==> src/rtl/iopmp_pkg.sv <==
// Shared types for the IOPMP permission checker: access kinds, entry address
// modes, cfg byte layout and checker FSM states.
package iopmp_pkg;

   typedef enum logic [1:0] {
      ACCESS_NONE  = 2'd0,
      ACCESS_READ  = 2'd1,
      ACCESS_WRITE = 2'd2
   } iopmp_access_t;

   typedef enum logic [1:0] {
      A_OFF   = 2'd0,
      A_TOR   = 2'd1,
      A_NA4   = 2'd2,
      A_NAPOT = 2'd3
   } iopmp_amode_t;

   localparam int CFG_R    = 0;
   localparam int CFG_W    = 1;
   localparam int CFG_A_LO = 3;
   localparam int CFG_A_HI = 4;

   typedef enum logic [1:0] {
      ST_IDLE = 2'd0,
      ST_SCAN = 2'd1,
      ST_RESP = 2'd2
   } iopmp_state_t;

endpackage

==> src/rtl/iopmp_entry_match.sv <==
// Combinational address match for a single IOPMP entry (OFF/TOR/NA4/NAPOT).
// Permission bits are not looked at here; the checker applies them to the winner.
module iopmp_entry_match
   import iopmp_pkg::*;
#(
   parameter int IOPMP_LEN = 54
) (
   input  logic [IOPMP_LEN-1:0] a_i,
   input  logic [IOPMP_LEN-1:0] e_i,
   input  logic [IOPMP_LEN-1:0] prev_i,
   input  logic [7:0]           cfg_i,
   output logic                 match_o
);

   localparam logic [IOPMP_LEN-1:0] ONE = IOPMP_LEN'(1);

   iopmp_amode_t         amode;
   logic [IOPMP_LEN-1:0] napot_care;
   logic                 unused_cfg;

   assign amode      = iopmp_amode_t'(cfg_i[CFG_A_HI:CFG_A_LO]);
   assign unused_cfg = ^{cfg_i[7:5], cfg_i[2:0]};

   // e ^ (e+1) covers the trailing-ones run plus the first zero: those are don't-care bits.
   assign napot_care = ~(e_i ^ (e_i + ONE));

   always_comb begin
      match_o = 1'b0;
      case (amode)
         A_OFF:   match_o = 1'b0;
         A_TOR:   match_o = (prev_i <= a_i) && (a_i < e_i);
         A_NA4:   match_o = (a_i == e_i);
         A_NAPOT: match_o = ((a_i ^ e_i) & napot_care) == '0;
         default: match_o = 1'b0;
      endcase
   end

endmodule

==> config.mk <==
export PLATFORM = sky130hd
export DESIGN_NAME = iopmp_entry_match
export DESIGN_NICKNAME = d
export VERILOG_FILES = /design/src/rtl/iopmp_pkg.sv /design/src/rtl/iopmp_entry_match.sv
export SDC_FILE = /design/constraint.sdc
export NUM_CORES = 1
export LEC_CHECK = 0
export CAP_MARGIN = 5
export CORE_AREA = 2 2 95 97
export DETAILED_ROUTE_END_ITERATION = 8
export DIE_AREA = 0 0 97 99
export GPL_TIMING_DRIVEN = 0
export PLACE_DENSITY = 0.93
export SETUP_SLACK_MARGIN = 0.1
export SLEW_MARGIN = 10
export SYNTH_ARGS = -nofsm -noshare
export SYNTH_HDL_FRONTEND = slang
export SYNTH_SLANG_ARGS = --single-unit
==> constraint.sdc <==
create_clock -name vclk -period 4.7
set_input_delay 1.175 -clock vclk [all_inputs]
set_output_delay 1.175 -clock vclk [all_outputs]
set_load 0.01 [all_outputs]
* After elaboration in Yosys (flattened, before gate mapping) *
Cells that the tools add are included.

operators by class
  add/subtract/negate cells = 1
  $lt $le $gt $ge = 2
  equality and inequality tests = 4
  muxes and demuxes = 1
  bitwise gates (word level) = 4
  reduce and logical (&&, ||, !) cells = 3

operator list
  cell                     count
  $xor A54 B54 Y54         2
  $add A54 B1 Y54 const B  1
  $and A54 B54 Y54         1
  $eq A54 B54 Y1           1
  $le A54 B54 Y1           1
  $logic_not A54 Y1        1
  $lt A54 B54 Y1           1
  $not A54 Y54             1
  $eq A2 B2 Y1 const B     2
  $pmux W1 S4              1
  $eq A2 B1 Y1 const B     1
  $logic_not A2 Y1         1
  $logic_and A1 B1 Y1      1

storage, ports and cells
  register bits after elaboration = 0
  word-level logic and storage cells = 15

* Logic depth before layout (Yosys ltp) *
  depth after elaboration = 6
  depth in mapped cells = 10
  gate-level depth less buffers = 10

* Worst setup path after synthesis *
No wires, ideal clock.

  path kind = in2out
  start point = in a_i[52]
  end point = out match_o
  data arrival time = 2.932 ns
  data required time = 3.525 ns
  path slack = 0.593 ns
  stages = 10
  cells stage by stage = inv_1 ha_1 and4_1 nand4_1 or4_1 nor3_1 a21o_1 a21oi_1 o21ai_0 nand3_1

on the way
  cells in the longest elaborated chain, start to end = 4

RTL lines
  item                                                    RTL line                 RTL
  start: declaration                                      iopmp_entry_match.sv:8   input logic [IOPMP_LEN-1:0] a_i,
  branches (longest 3 deep; another with $le A54 B54 Y1)  n/a
  $pmux W1 S4 (*)                                         iopmp_entry_match.sv:29  case (amode)
  end: declaration                                        iopmp_entry_match.sv:12  output logic match_o

Mark *: on every way between the ends.

* Final worst setup path *
  start point = in e_i[23]
  end point = out match_o

on the way
  cells in the longest elaborated chain, start to end = 6

RTL lines
  item                RTL line                 RTL
  start: declaration  iopmp_entry_match.sv:9   input logic [IOPMP_LEN-1:0] e_i,
  $add A54 B1 Y54     iopmp_entry_match.sv:25  assign napot_care = ~(e_i ^ (e_i + ONE));
  $xor A54 B54 Y54    iopmp_entry_match.sv:25
  $not A54 Y54        iopmp_entry_match.sv:25
  $and A54 B54 Y54    iopmp_entry_match.sv:33  A_NAPOT: match_o = ((a_i ^ e_i) & napot_care) == '0;
  $logic_not A54 Y1   iopmp_entry_match.sv:33
  $pmux W1 S4 (*)     iopmp_entry_match.sv:29

Mark *: on every way between the ends. The rest lies on a longest branch, timed or not.

==> results.md <==
* Status: finished clean
* Peak Freq at 0.2206 GHz
* Cell total after placement at 808
* DRC violations left at 0
* Crit path cell chain: clkdlybuf4s50_1 -> nand3_2 -> nor3_4 -> and2_4 -> a31oi_1 -> or3_4 -> nor4_4 -> nand4b_1 -> nand3_1 -> buf_6
* Share of the synthesized area in the top cell type at 0.3723
* Post-synth top area cell: ha_1
* Met2 Resource Use GR at 0.4957
* Hold EP: match_o
* Met1 usage in global routing at 0.3072
* Worst EP arrival at 3.36 ns
* Tot GR Track Use at 0.2636
* Final Core Density at 0.7129
* Syn Nets at 814
* Most frequent cells after synthesis: 117 x inv_1, 109 x ha_1, 59 x a21oi_1
* Synth Instances at 535
* Met3 Use GR at 0.04043
* Die area at 9603 µm²
* # rows at 34
* Adder-Cell Fraction of Synth Area at 0.3723
* CP max stage cell: clkdlybuf4s50_1
* Seq_cells at 0
* Vias at 4909
* Post-DP HPWL at 11540 µm
* Hold Path Origin: e_i[0]
* Worst Path Required at 3.52 ns
* Largest net degree at the start of global routing at 11
* Initial DRC count at 309
* Worst hold path class: in2out
* Core footprint at 8551 µm²
* Horiz. Die Dim at 97 µm
* Starting Density at 0.4284
* Layout cell share with drive strength beyond 1 at 0.1483
* Power Dens Cells at 81.37 nW/µm²
* # clk buffers at 0
* Area growth from synthesis to layout at 66.39%
* WS Path Type: in2out
* GPL Wtd Cong at 0.9457
* P_leak at 0.003254 µW
* GRT overflow at 0
* Avg Inst Size Synth at 6.848 µm²
* Antenna Violating Nets Remaining at 0
* Final setup violation count at 0
* Hold path depth at 7
* Post-synthesis sequential area ratio at 0
* Hold buffer count at cts at 0
* Vias in the first global route at 4855
* Final hold vios at 0
* Mux share of post-synthesis cell area at 0
* Crit path buf inv count at 2
* MaxCap Viol Count at 0
* Top-count cell post-synth: inv_1
* Routed len/inst at 17.14 µm
* IO Port Bufs at 165
* Post-synth design cell area at 3664 µm²
* Yosys warnings at 0
* Nets at 996
* Worst hold slack at 3.162 ns
* Share of the clock period used by the worst path at 0.9645
* Post-Synth Simple-Gate Area at 0.2794
* RSZ-0062 raised after global routing: false
* Delay-heaviest family, CP: simple AND/OR/NAND/NOR gates
* GR peak layer: met2
* Drt first pass iters at 5
* Setup crit start kind: input port
* Initial antenna violation count at 1
* Max Transition Viols Final at 0
* Worst VDD drop at 40.54 µV
* Pre-CTS WS at -0.8933 ns
* Synth Area in Compound Gates at 0.2247
* Largest family of logic cells by synthesized area: adder cells
* Sequential cell area at 0 µm²
* Power Total at 496.0 µW
* Crit-path max cell delay at 0.54 ns
* Count of cell types in the netlist at 47
* Global-route wire length before repair at 21670 µm
* Ranking of synthesized cells by area: ha_1 37%, inv_1 12%, a21oi_1 8.1%
* Final min period at 4.533 ns
* XOR/XNOR Fraction of Synth Area at 0
* PnR worst setup slack at 0.1670 ns
* DRT Wirelength at 14120 µm
* Slew of the pin with the lowest slew margin at 0.3692 ns
* Worst-path fanout max at 7
* Slew HR at 0.7516
* Vias/cell at 5.958
* CP endpoint kind: primary output
* I/O pin total at 171
* Final Non-Filler Cells at 824
* Die height at 99 µm
==> routing by layer <==
layer | up-vias | part of all wire
li1 | 2335 | -
met1 | 2252 | 0.39
met2 | 273 | 0.50
met3 | 49 | 0.078
met4 | 0 | 0.030
met5 | - | 0
==> how the worst max path moves through the flow <==
stage,startpoint,endpoint,slack [ns],cells past startpoint
2_1_floorplan,a_i[52],match_o,0.59,10
3_3_place_gp,e_i[0],match_o,-0.84,11
3_5_place_dp,e_i[0],match_o,-0.89,11
4_1_cts,prev_i[47],match_o,0.10,11
5_1_grt,a_i[34],match_o,0.01,12
6_report,e_i[23],match_o,0.17,10
==> stage by stage <==
step                      instance area [µm²]  setup TNS, ns
after floorplan                          3664              0
after global placement                   5450        -0.8366
after detailed placement                 5450        -0.8933
after CTS                                5659              0
after global routing                     6096              0
final                                    6096              0
==> worst min-delay path, cell delays in order <==
cell and delay (ns):
clkbuf_2 0.14, ha_1 0.14, nand4b_1 0.10, nor2_1 0.12, nand4_1 0.10, nand3_1 0.10, buf_6 0.11
==> area by class of cell <==
| cell class | count | area [µm²] |
|---|---|---|
| diodes | 1 | 2.502 |
| plain buffers | 3 | 30.03 |
| fillers | 620 | 2455 |
| inverters | 117 | 439.2 |
| multi-input cells | 415 | 3671 |
| well taps | 108 | 135.1 |
| repair buffers | 180 | 1818 |
==> report_power, final <==
| group | total [µW] | leakage (µW) | switching (µW) | internal [µW] |
|---|---|---|---|---|
| registers | 0 | 0 | 0 | 0 |
| logic | 496 | 0.00325 | 240 | 256 |
| clock network | 0.0000284 | 0.00000000634 | 0 | 0.0000284 |
| total | 496 | 0.00325 | 240 | 256 |
==> cells by family after synthesis <==
family	Yosys count
buffers and inverters	120
adders and majority gates	109
AOI/OAI and AO/OA	135
and+or+nand+nor	171
==> placed cells by master (no fill, tap or decap), types with 9 or more instances in the layout <==
cell type	instances
nand4_1	18
dlymetal6s2s_1	41
nand2_1	36
nand3_1	11
clkbuf_2	9
buf_4	14
ha_1	95
a31oi_1	16
nor3_1	9
ha_4	14
nor2_1	21
o21ai_0	13
and4_4	12
inv_1	113
a21oi_1	58
clkdlybuf4s50_1	103
==> timing repair <==
item / CTS / global route
gates resized for setup: 68 / 118
endpoints found under the setup margin: 1 / 1
setup buffers: 6 / 9
pin swaps: 21 / 37
Note: power is estimated with default switching activity, not from simulation.
